==> src/rtl/multiplier_pkg.sv <==
// Shared defaults for the board-level multiplier and its input front end.
package multiplier_pkg;

    localparam int SW_WIDTH_DEF        = 8;
    localparam int DEBOUNCE_CYCLES_DEF = 50000;
    localparam int SYNC_STAGES_DEF     = 2;

endpackage : multiplier_pkg

==> src/rtl/debouncer.sv <==
// Synchronizes one raw pushbutton and accepts a new level only after it has
// disagreed with the current level for DEBOUNCE_CYCLES consecutive cycles.
module debouncer
    import multiplier_pkg::*;
#(
    parameter int SYNC_STAGES     = SYNC_STAGES_DEF,
    parameter int DEBOUNCE_CYCLES = DEBOUNCE_CYCLES_DEF
) (
    input  logic Clk,
    input  logic Reset,
    input  logic raw_i,
    output logic level_o,
    output logic rise_o
);

    localparam int               CNT_W    = $clog2(DEBOUNCE_CYCLES + 1);
    localparam logic [CNT_W-1:0] CNT_LAST = CNT_W'(DEBOUNCE_CYCLES - 1);
    localparam logic [CNT_W-1:0] CNT_ONE  = CNT_W'(1);

    logic [SYNC_STAGES-1:0] sync_r;
    logic [CNT_W-1:0]       cnt_r;
    logic                   stable_r;
    logic                   rise_r;

    logic                   synced_s;
    logic [CNT_W-1:0]       cnt_nxt_s;
    logic                   stable_nxt_s;
    logic                   rise_nxt_s;

    assign synced_s = sync_r[SYNC_STAGES-1];

    // Metastability chain for the raw button.
    always_ff @(posedge Clk or posedge Reset) begin
        if (Reset) begin
            sync_r <= '0;
        end else begin
            sync_r <= {sync_r[SYNC_STAGES-2:0], raw_i};
        end
    end

    // Agreement clears the run count; a full run of disagreement flips the level.
    always_comb begin
        cnt_nxt_s    = cnt_r;
        stable_nxt_s = stable_r;
        rise_nxt_s   = 1'b0;
        if (synced_s == stable_r) begin
            cnt_nxt_s = '0;
        end else if (cnt_r == CNT_LAST) begin
            stable_nxt_s = synced_s;
            cnt_nxt_s    = '0;
            rise_nxt_s   = synced_s;
        end else begin
            cnt_nxt_s = cnt_r + CNT_ONE;
        end
    end

    // Debounce state and registered rising-edge flag.
    always_ff @(posedge Clk or posedge Reset) begin
        if (Reset) begin
            cnt_r    <= '0;
            stable_r <= 1'b0;
            rise_r   <= 1'b0;
        end else begin
            cnt_r    <= cnt_nxt_s;
            stable_r <= stable_nxt_s;
            rise_r   <= rise_nxt_s;
        end
    end

    assign level_o = stable_r;
    assign rise_o  = rise_r;

endmodule : debouncer

==> src/rtl/input_conditioner.sv <==
// Pin front end for the multiplier: synchronizes the slide switches and
// debounces the Run and Reset/Load/Clear buttons.
module input_conditioner
    import multiplier_pkg::*;
#(
    parameter int SW_WIDTH        = SW_WIDTH_DEF,
    parameter int SYNC_STAGES     = SYNC_STAGES_DEF,
    parameter int DEBOUNCE_CYCLES = DEBOUNCE_CYCLES_DEF
) (
    input  logic                Clk,
    input  logic                Reset,
    input  logic [SW_WIDTH-1:0] sw_raw_i,
    input  logic                run_btn_i,
    input  logic                rlc_btn_i,
    output logic [SW_WIDTH-1:0] sw_o,
    output logic                run_o,
    output logic                run_pulse_o,
    output logic                rlc_o
);

    logic rlc_rise_unused_s;

    // Switches are only sampled by the multiplier on Load/Run, so no debounce.
    for (genvar g = 0; g < SW_WIDTH; g++) begin : g_sw_sync
        logic [SYNC_STAGES-1:0] chain_r;

        // Per-bit synchronizer chain.
        always_ff @(posedge Clk or posedge Reset) begin
            if (Reset) begin
                chain_r <= '0;
            end else begin
                chain_r <= {chain_r[SYNC_STAGES-2:0], sw_raw_i[g]};
            end
        end

        assign sw_o[g] = chain_r[SYNC_STAGES-1];
    end

    debouncer #(
        .SYNC_STAGES     (SYNC_STAGES),
        .DEBOUNCE_CYCLES (DEBOUNCE_CYCLES)
    ) u_run_deb (
        .Clk     (Clk),
        .Reset   (Reset),
        .raw_i   (run_btn_i),
        .level_o (run_o),
        .rise_o  (run_pulse_o)
    );

    debouncer #(
        .SYNC_STAGES     (SYNC_STAGES),
        .DEBOUNCE_CYCLES (DEBOUNCE_CYCLES)
    ) u_rlc_deb (
        .Clk     (Clk),
        .Reset   (Reset),
        .raw_i   (rlc_btn_i),
        .level_o (rlc_o),
        .rise_o  (rlc_rise_unused_s)
    );

endmodule : input_conditioner

==> config.mk <==
export PLATFORM = sky130hd
export DESIGN_NAME = input_conditioner
export DESIGN_NICKNAME = d
export VERILOG_FILES = /design/src/rtl/multiplier_pkg.sv /design/src/rtl/debouncer.sv /design/src/rtl/input_conditioner.sv
export SDC_FILE = /design/constraint.sdc
export NUM_CORES = 1
export LEC_CHECK = 0
export BUFFER_PORTS_ARGS = -buffer_cell sky130_fd_sc_hd__buf_4
export CAP_MARGIN = 20
export CORE_UTILIZATION = 55
export CTS_CLUSTER_DIAMETER = 100
export CTS_CLUSTER_SIZE = 20
export DETAILED_ROUTE_END_ITERATION = 10
export HOLD_SLACK_MARGIN = 0.03
export PLACE_DENSITY_LB_ADDON = 0.12
export SYNTH_ARGS = -nofsm -noshare
export SYNTH_HDL_FRONTEND = slang
export SYNTH_SLANG_ARGS = --single-unit
==> constraint.sdc <==
create_clock -name Clk -period 4.95 [get_ports Clk]
set_input_delay 0.99 -clock Clk [delete_from_list [all_inputs] [get_ports Clk]]
set_output_delay 0.99 -clock Clk [all_outputs]
set_load 0.05 [all_outputs]
==> metrics.md, run 1 <==
| Metric | Value |
|---|---|
| Status | `finished, final reports clean` |
| Largest net degree at the start of global routing | `56` |
| Worst hold start | `g_sw_sync[1].chain_r[0]$_DFF_PP0_` |
| CP top delay family | `compound AO/OA/AOI/OAI gates` |
| R2R Path End | `u_rlc_deb.cnt_r[7]$_DFF_PP0_` |
| Comb power frac | `0.059` |
| FF+latch count, synth | `55` |
| Residual DRC | `0` |
| Max Fanout on Critical Path | `10` |
| Worst slew margin | `0.566` |
| Max H-tree Level | `2` |
| Wirelength per Cell | `between 10 and 15 um` |
| Clock-pin slew on the worst setup and hold paths | `approximately 100 ps` |
| Critical Path AT | `2250 ps` |
| Non-filler cells, final | `between 200 and 300` |
| Post-synthesis cell type count | `34` |
| Setup violators final | `0` |
| Worst hold stages | `0` |
| Met3 wire length | `~140 um` |
| Sink Count | `between 50 and 60` |
| Area growth, synth to finish | `12.5%` |
| Clock skew | `8.15 ps` |
| Vias in the first global route | `about 1500` |
| M1 WL | `between 1.5 and 2 mm` |
| CTS tree | `done` |
| DR vias | `roughly 1500` |
| IO Count | `23` |
| Post-synth top area cell | `dfrtp_1` |
| Worst path slowest cell | `o41ai_2` |
| Synth top area cells | `dfrtp_1 (60%), xnor2_1 (6.9%), nor2_1 (5.4%), xor2_1 (3.8%), nand4_1 (2.7%)` |
| CP bufs+invs | `1` |
| Total routed wirelength | `roughly 3.8 mm` |
| Layout cells sized above 1 | `0.183` |
| Req. time, crit path | `between 5000 and 6000 ps` |
| Worst skew pair latency | `approximately 300 ps` |
| Worst R2R Start | `u_rlc_deb.cnt_r[12]$_DFF_PP0_` |
| Max IR drop VDD | `approximately 0.00022 V` |
| Reg2Reg Depth | `5` |
| Maximum root-to-sink buffer count | `2` |
| Highest routed layer | `met4` |
| Cell row count | `23` |
| Final net count | `about 230` |
| # diodes | `0` |
| Clock network power share | `0.361` |
| Worst setup margin | `approximately 2900 ps` |
| Setup crit end | `u_rlc_deb.cnt_r[7]$_DFF_PP0_` |
| Crit path from | `u_rlc_deb.cnt_r[12]$_DFF_PP0_` |
| Syn Inst Count | `197` |
| Port buffer count | `22` |
| Fmax | `486 MHz` |
| Final slew viol count | `0` |
| Lkg Pwr | `around 1.1 nW` |
| Overall Global Routing Usage | `0.201` |
| Initial antenna violation count | `0` |
| Yosys top cell area share | `0.601` |
| Final ANT Viol Nets | `0` |
| Die Y | `around 67 um` |
| Post-CTS Setup Repair Bufs | `0` |
| Routability Congestion | `roughly 0.81` |
| Mapped Nets | `211` |
| GR Overflow Total | `0` |
| Seq pwr share | `0.580` |
| Placement Setup Slack | `roughly 2900 ps` |
| DP HPWL | `2.69 mm` |
| Hold WC Path Type | `register to register` |
| Worst setup EP type | `register` |
| Async S/R FF share, synth | `1.00` |
| Setup crit start kind | `register` |
| Crit Path Category | `register to register` |
| DP Cell Count | `about 260` |
| Crit path depth | `5` |
| Via/cell ratio | `about 5.6` |
| Post-CTS Hold Buffers | `0` |
| # Max-Cap Violations | `0` |
| Switching Share | `0.218` |
| Worst hold margin | `~350 ps` |
| Most common cell in the netlist | `dfrtp_1` |
| Post-synth EDFFs | `0` |
| Syn. warnings | `0` |
| Die area | `around 4400 sq um` |
| Fin. Hold Viols | `0` |
| Setup repair after global routing missed its margin | `no` |
| Power Internal | `between 0.6 and 0.7 mW` |
| Initial Util | `0.572` |
| Resized Gates After CTS | `0` |
| First-pass GRT wire length | `6.52 mm` |
| Tcrit/Tclk final | `0.416` |
| Core area | `around 4000 sq um` |
| Final core utilization | `0.644` |
| Crit path cell chain | `nor4b_1 -> nand3b_1 -> o41ai_2 -> buf_4 -> nor2_1` |
| Synth cell count leaders | `dfrtp_1 (55), nor2_1 (33), xnor2_1 (18)` |
| Num CTS Buffers | `5` |
| Switching power | `0.176 mW` |
| Mean Syn Cell Area | `~12 sq um` |
| Die width | `roughly 67 um` |
| Ys flop type | `dfrtp_1` |
| DR iter-0 viols | `between 90 and 100` |
| Clock root buffer | `clkbuf_8` |
| Drt first pass iters | `4` |
| Fill cells | `307` |
| Register area share after synthesis | `0.601` |
| Cell Pwr Density | `313 nW/um^2` |
| Max stage delay on crit path | `650 ps` |
| Tmin final | `2060 ps` |
| Cell Area, Synth | `~2300 sq um` |
| R2r setup slk | `2890 ps` |
| Setup TNS | `0 ps` |
| Metal2 WL | `1.98 mm` |
| Worst-margin pin slew | `645 ps` |
-- worst min path at each step --
stage,end
after floorplan,g_sw_sync[0].chain_r[1]$_DFF_PP0_
after global placement,g_sw_sync[2].chain_r[1]$_DFF_PP0_
after detailed placement,g_sw_sync[1].chain_r[1]$_DFF_PP0_
after CTS,g_sw_sync[0].chain_r[1]$_DFF_PP0_
after global routing,g_sw_sync[6].chain_r[1]$_DFF_PP0_
final,g_sw_sync[1].chain_r[1]$_DFF_PP0_
-- state kept, by name (all words and copies together), names as in the netlist --
register,count
g_sw_sync.chain_r,16
u_rlc_deb.cnt_r,16
u_run_deb.cnt_r,16
u_rlc_deb.sync_r,2
u_run_deb.sync_r,2
u_rlc_deb.level_o,1
u_run_deb.level_o,1
u_run_deb.rise_o,1
-- per-stage QoR --
| stage | instance area [sq um] | power, mW |
|---|---|---|
| after global placement | 2440 | 0.522 |
| after detailed placement | 2440 | 0.524 |
| after global routing | 2580 | 0.841 |
| after CTS | 2560 | 0.817 |
| after floorplan | 2290 | 0.511 |
| final | 2580 | 0.807 |
-- layer usage --
layer,vias up,track usage
met3,11,0.0497
met2,40,0.349
met1,740,0.234
met5,-,0
met4,0,0.0904
li1,711,-
-- final cells by class --
cell class / count / area, sq um / share of cell area
sequential: 55 / 1380 / 0.534
multi-input combinational: 127 / 818 / 0.318
timing repair buffer: 24 / 193 / 0.0748
clock buffer: 6 / 72.6 / 0.0282
tap: 50 / 62.6 / 0.0243
clock inverter: 2 / 38.8 / 0.0151
inverter: 4 / 15.0 / 0.00583
-- power groups by stage --
stage	combinational [mW]	clock [mW]	sequential, mW
after floorplan	0.0354	0	0.475
after global placement	0.0456	0	0.476
after detailed placement	0.0465	0	0.477
after CTS	0.0466	0.302	0.469
after global routing	0.0522	0.318	0.470
final	0.0474	0.291	0.468
-- cell usage in the layout, fill, tap and decap left out, types with 2 or more instances in the layout --
master and n:
a21oi_1 2, and4_1 2, buf_4 23, clkbuf_8 5, dfrtp_1 55, ha_1 2, inv_1 3, nand2_1 8
nand3_1 10, nand4_1 10, nor2_1 33, nor3_1 7, nor4_1 5, o31ai_1 2, or3_1 2, or4_1 2
xnor2_1 18, xor2_1 10
-- cell families (layout without fill, tap and decap cells) --
group,count (synthesis),in the layout,share of synthesized area
simple gates,90,90,0.210
flops,55,55,0.601
xor+xnor,28,28,0.107
buf+inv,15,36,0.0415
compound gates,5,5,0.0180
fa+ha+maj,2,2,0.0109
mux,2,2,0.0115
-- worst reg2reg max path: stages, from the launching register on --
cell and delay [ps]:
dfrtp_1 430, nor4b_1 350, nand3b_1 150, o41ai_2 650, buf_4 290, nor2_1 70
(Power assumes the default switching activity.)
==> run 2, diff against run 1 <==
--- a/config.mk
+++ b/config.mk
@@ -7,7 +7,7 @@
 export LEC_CHECK = 0
 export BUFFER_PORTS_ARGS = -buffer_cell sky130_fd_sc_hd__buf_4
 export CAP_MARGIN = 20
-export CORE_UTILIZATION = 55
+export CORE_UTILIZATION = 52
 export CTS_CLUSTER_DIAMETER = 100
 export CTS_CLUSTER_SIZE = 20
 export DETAILED_ROUTE_END_ITERATION = 10
==> constraint.sdc (replaced) <==
create_clock -name Clk -period 1.71 [get_ports Clk]
set_input_delay 0.342 -clock Clk [delete_from_list [all_inputs] [get_ports Clk]]
set_output_delay 0.342 -clock Clk [all_outputs]
set_load 0.05 [all_outputs]
==> metrics.md, run 2 (synthesis gave the netlist of run 1 again) <==
| Metric | Value |
|---|---|
| Max H-tree Level | `2` |
| Worst hold margin | `about 130 ps` |
| Power Internal | `1.71 mW` |
| Worst R2R Start | `u_run_deb.cnt_r[13]$_DFF_PP0_` |
| DP Cell Count | `about 280` |
| Max stage delay on crit path | `slightly below 600 ps` |
| Die Y | `slightly below 70 um` |
| Switching power | `around 0.58 mW` |
| Met3 wire length | `~86 um` |
| Port buffer count | `22` |
| # Max-Cap Violations | `0` |
| Max Fanout on Critical Path | `5` |
| Worst setup EP type | `register` |
| Vias in the first global route | `between 1500 and 2000` |
| Residual DRC | `0` |
| Worst-margin pin slew | `between 800 and 900 ps` |
| Cell Pwr Density | `just under 800 nW/um^2` |
| Layout cells sized above 1 | `0.335` |
| Final slew viol count | `0` |
| # diodes | `0` |
| Critical Path AT | `~2100 ps` |
| Comb power frac | `0.073` |
| IO Count | `23` |
| M1 WL | `1.79 mm` |
| First-pass GRT wire length | `approximately 7.3 mm` |
| Hold WC Path Type | `input port to register` |
| Num CTS Buffers | `5` |
| Cell row count | `23` |
| Status | `complete, but fails checks` |
| Final net count | `around 260` |
| Area growth, synth to finish | `26.7%` |
| Total routed wirelength | `approximately 4.4 mm` |
| Final Cell Area | `2900 sq um` |
| GR Overflow Total | `0` |
| Crit Path Category | `register to register` |
| Fin. Hold Viols | `0` |
| CP bufs+invs | `0` |
| Worst skew pair latency | `just over 300 ps` |
| Non-filler cells, final | `approximately 300` |
| Worst path slowest cell | `or4_4` |
| Die width | `slightly below 70 um` |
| Clock root buffer | `clkbuf_8` |
| Clock network power share | `0.336` |
| Sink Count | `55` |
| Maximum root-to-sink buffer count | `2` |
| Tcrit/Tclk final | `1.12` |
| Initial antenna violation count | `0` |
| Setup violators final | `18` |
| Req. time, crit path | `1910 ps` |
| Crit path cell chain | `or4b_4 -> or4_4 -> mux2_4` |
| Metal2 WL | `around 2.5 mm` |
| Worst setup margin | `-210 ps` |
| Violated checks | `negative setup slack` |
| Initial Util | `0.556` |
| DR iter-0 viols | `102` |
| Core area | `4120 sq um` |
| Final core utilization | `0.705` |
| Worst slew margin | `0.448` |
| Seq pwr share | `0.591` |
| Max IR drop VDD | `just under 0.0005 V` |
| Setup crit start kind | `register` |
| Wirelength per Cell | `approximately 15 um` |
| Routability Congestion | `around 0.81` |
| Worst hold start | `run_btn_i` |
| Regs by FF count | `g_sw_sync.chain_r: 16 flops, u_rlc_deb.cnt_r: 16 flops, u_run_deb.cnt_r: 16 flops` |
| CP top delay family | `simple AND/OR/NAND/NOR gates` |
| Clock skew | `roughly 5.6 ps` |
| Highest routed layer | `met4` |
| Drt first pass iters | `4` |
| Fmax | `~520 MHz` |
| DP HPWL | `approximately 3.1 mm` |
| Switching Share | `0.253` |
| Final ANT Viol Nets | `0` |
| CTS tree | `done` |
| Largest net degree at the start of global routing | `23` |
| Die area | `4670 sq um` |
| Overall Global Routing Usage | `0.222` |
| Lkg Pwr | `about 1.3 nW` |
| DR vias | `1612` |
| Tmin final | `roughly 1900 ps` |
| Commonest cells after routing, fill and taps aside | `dfrtp_1 (55), buf_4 (48), nor2_1 (24)` |
| Crit path from | `u_run_deb.cnt_r[13]$_DFF_PP0_` |
| Via/cell ratio | `roughly 5.4` |
| Setup repair after global routing missed its margin | `yes` |
| Most common cell after layout, fill and taps aside | `dfrtp_1` |
| Dpl cell area | `about 2700 sq um` |
| Clock-pin slew on the worst setup and hold paths | `110 ps` |
-- run 2: cell count changes in the layout (fill, tap and decap cells not counted), sizes merged --
| cell | previous run | this run |
|---|---|---|
| buf | 24 | 52 |
| nand2 | 9 | 10 |
| inv | 5 | 6 |
| clkbuf | 6 | 5 |
| bufinv | 1 | 0 |
| dlygate4sd3 | 0 | 1 |
| clkinv | 0 | 1 |
-- run 2: stage by stage --
stage | setup TNS (ps) | worst slack (ps) | power, mW
after global placement | -1670 | -163 | 1.53
after detailed placement | -2230 | -190 | 1.53
after global routing | -3820 | -236 | 2.39
after floorplan | -1890 | -188 | 1.48
after CTS | -3150 | -185 | 2.31
final | -3290 | -210 | 2.29
-- run 2: power by group through the flow --
| stage | Sequential, mW | Clock (mW) | Combinational [mW] |
|---|---|---|---|
| after floorplan | 1.38 | 0 | 0.105 |
| after global placement | 1.38 | 0 | 0.150 |
| after detailed placement | 1.38 | 0 | 0.156 |
| after CTS | 1.35 | 0.790 | 0.163 |
| after global routing | 1.36 | 0.847 | 0.182 |
| final | 1.35 | 0.770 | 0.168 |
-- run 2: layer usage --
metal | global-route usage | up-vias
li1 | - | 771
met1 | 0.243 | 809
met2 | 0.400 | 21
met3 | 0.0483 | 11
met4 | 0.112 | 0
met5 | 0 | -
-- run 2: path summary, 6_finish.rpt --
path / endpoint / slack, ps / cells after the start
setup / recovery: u_run_deb.level_o$_DFFE_PP0P_ / -210 / 3
hold / removal: u_run_deb.sync_r[0]$_DFF_PP0_ / 130 / 1
hold reg to reg: g_sw_sync[7].chain_r[1]$_DFF_PP0_ / 360 / 0
max in group asynchronous: u_run_deb.cnt_r[13]$_DFF_PP0_ / 610 / 4
setup reg to reg: u_run_deb.level_o$_DFFE_PP0P_ / -210 / 3
min in group asynchronous: g_sw_sync[3].chain_r[1]$_DFF_PP0_ / 550 / 3
-- run 2: what timing repair did --
| item | CTS | global route |
|---|---|---|
| gates resized for setup | 3 | 17 |
| hold buffers | 1 | 0 |
| cloned | 1 | 0 |
| endpoints found under the setup margin | 35 | 34 |
| pin swaps | 1 | 7 |
| endpoints found under the hold margin | 14 | 0 |
| buffers inserted | 3 | 2 |
-- run 2: layout make-up --
type	instances	area [sq um]
clock buffer	5	68.8
clock inverter	3	33.8
fill	279	1210
inverter	4	15.0
multi-input combinational	128	920
sequential	55	1380
tap	50	62.6
timing repair buffer	53	424
==> run 3, diff against run 2 <==
--- a/config.mk
+++ b/config.mk
@@ -13,6 +13,7 @@
 export DETAILED_ROUTE_END_ITERATION = 10
 export HOLD_SLACK_MARGIN = 0.03
 export PLACE_DENSITY_LB_ADDON = 0.12
+export REMOVE_ABC_BUFFERS = 1
 export SYNTH_ARGS = -nofsm -noshare
 export SYNTH_HDL_FRONTEND = slang
 export SYNTH_SLANG_ARGS = --single-unit
==> metrics.md, run 3 (synthesis gave the netlist of run 1 again) <==
| Metric | Value |
|---|---|
| Status | `complete, but fails checks` |
| Violated checks | `negative setup slack` |
| Final net count | `between 200 and 300` |
| Maximum root-to-sink buffer count | `2` |
| Cell Pwr Density | `roughly 850 nW/um^2` |
| Max H-tree Level | `2` |
| Commonest cells after routing, fill and taps aside | `dfrtp_1 (55), buf_4 (44), nor2_1 (20)` |
| DP Cell Count | `280` |
| Wirelength per Cell | `13.7 um` |
| Lkg Pwr | `1.21 nW` |
| Setup TNS | `-2520 ps` |
| Final slew viol count | `0` |
| Clock root buffer | `clkbuf_8` |
| Residual DRC | `0` |
| Vias in the first global route | `1538` |
| CTS tree | `done` |
| Die area | `between 4000 and 5000 sq um` |
| Crit Path Category | `register to register` |
| DR vias | `approximately 1600` |
| Worst-margin pin slew | `about 340 ps` |
| Max IR drop VDD | `between 0.0006 and 0.0007 V` |
| Post-CTS Hold Buffers | `0` |
| Clock skew | `between 6 and 7 ps` |
| Worst setup EP type | `register` |
| Req. time, crit path | `1910 ps` |
| Initial antenna violation count | `0` |
| Routability Congestion | `0.864` |
| Die Y | `around 68 um` |
| Most common cell after layout, fill and taps aside | `dfrtp_1` |
| First-pass GRT wire length | `roughly 6.7 mm` |
| Tcrit/Tclk final | `1.12` |
| Drt first pass iters | `4` |
| Fin. Hold Viols | `0` |
| Core area | `4120 sq um` |
| Largest net degree at the start of global routing | `56` |
| Layout cells sized above 1 | `0.326` |
| DR iter-0 viols | `slightly above 80` |
| Worst slew margin | `0.769` |
| # Max-Cap Violations | `0` |
| Sink Count | `55` |
| Regs by FF count | `g_sw_sync.chain_r: 16 flops, u_rlc_deb.cnt_r: 16 flops, u_run_deb.cnt_r: 16 flops` |
| Port buffer count | `22` |
| Tmin final | `between 1500 and 2000 ps` |
| Crit path from | `u_run_deb.cnt_r[4]$_DFF_PP0_` |
| Worst skew pair latency | `slightly above 300 ps` |
| Area growth, synth to finish | `22.2%` |
| Final Cell Area | `around 2800 sq um` |
| # diodes | `0` |
| Non-filler cells, final | `289` |
| Die width | `approximately 68 um` |
| Initial Util | `0.556` |
| DP HPWL | `2.83 mm` |
| Setup crit start kind | `register` |
| Overall Global Routing Usage | `0.204` |
| IO Count | `23` |
| Max Fanout on Critical Path | `4` |
| Dpl cell area | `between 2000 and 3000 sq um` |
| Hold WC Path Type | `input port to asynchronous set/reset pin` |
| Total routed wirelength | `approximately 4 mm` |
| Num CTS Buffers | `5` |
| Cell row count | `23` |
| Worst R2R Start | `u_run_deb.cnt_r[4]$_DFF_PP0_` |
| Critical Path AT | `~2100 ps` |
| GR Overflow Total | `0` |
| Clock-pin slew on the worst setup and hold paths | `90 ps` |
| Fmax | `523 MHz` |
| Worst setup margin | `-202 ps` |
| Via/cell ratio | `approximately 5.4` |
| Final core utilization | `0.680` |
| Setup repair after global routing missed its margin | `yes` |
| Final ANT Viol Nets | `0` |
| Setup violators final | `18` |
==> run 3: changes by cell type in the layout (fill, tap and decap cells not counted), sizes merged <==
cell / previous run / this run
buf: 52 / 45
bufinv: 0 / 1
dlygate4sd3: 1 / 0
inv: 6 / 5
nand2: 10 / 9
==> run 3: critical path, stage by stage (launching register included) <==
cell and delay, ps:
dfrtp_1 380, or4b_1 530, or4_4 580, mux2_4 310
==> run 3: per-layer routing <==
| metal | vias to the layer above | track usage | wire length, um |
|---|---|---|---|
| li1 | 748 | - | - |
| met1 | 755 | 0.263 | 1800 |
| met2 | 41 | 0.315 | 1890 |
| met3 | 6 | 0.0750 | 223 |
| met4 | 0 | 0.0703 | 60 |
| met5 | - | 0 | 0 |
==> run 3: cell type report <==
class	instances	area, sq um
Sequential cell	55	1380
Fill cell	310	1320
Multi-Input combinational cell	127	877
Timing Repair Buffer	45	350
Clock buffer	5	68.8
Tap cell	50	62.6
Clock inverter	3	47.5
Inverter	4	15.0
==> run 3: through the flow <==
step | setup slack, ps | hold WS (ps) | power (mW)
CTS | -200 | 73.6 | 2.40
finish | -202 | 72.0 | 2.38
detailed placement | -191 | 337 | 1.53
global placement | -182 | 332 | 1.53
global route | -241 | 88.3 | 2.47
floorplan | -238 | 331 | 1.46
==> run 3: repair_timing <==
action	CTS	global route
pin swaps	1	16
endpoints found under the setup margin	19	35
resized for setup	1	17
buffers inserted	1	0
==> run 3: power by group <==
| group | switching (mW) | total, mW | leakage [nW] | internal, mW |
|---|---|---|---|---|
| Clock | 0.425 | 0.869 | 0.0587 | 0.444 |
| Sequential | 0.0187 | 1.35 | 0.717 | 1.33 |
| Combinational | 0.0980 | 0.157 | 0.435 | 0.0587 |
| Total | 0.542 | 2.38 | 1.21 | 1.84 |
==> run 3: final timing paths <==
| kind | end | slack [ps] | depth (start not counted) |
|---|---|---|---|
| max | u_run_deb.level_o$_DFFE_PP0P_ | -200 | 3 |
| min | u_run_deb.sync_r[1]$_DFF_PP0_ | 70 | 3 |
| max reg2reg | u_run_deb.level_o$_DFFE_PP0P_ | -200 | 3 |
| min reg2reg | g_sw_sync[2].chain_r[1]$_DFF_PP0_ | 360 | 0 |
| max in group asynchronous | u_rlc_deb.cnt_r[0]$_DFF_PP0_ | 1420 | 3 |
| min in group Clk | u_run_deb.sync_r[0]$_DFF_PP0_ | 130 | 1 |
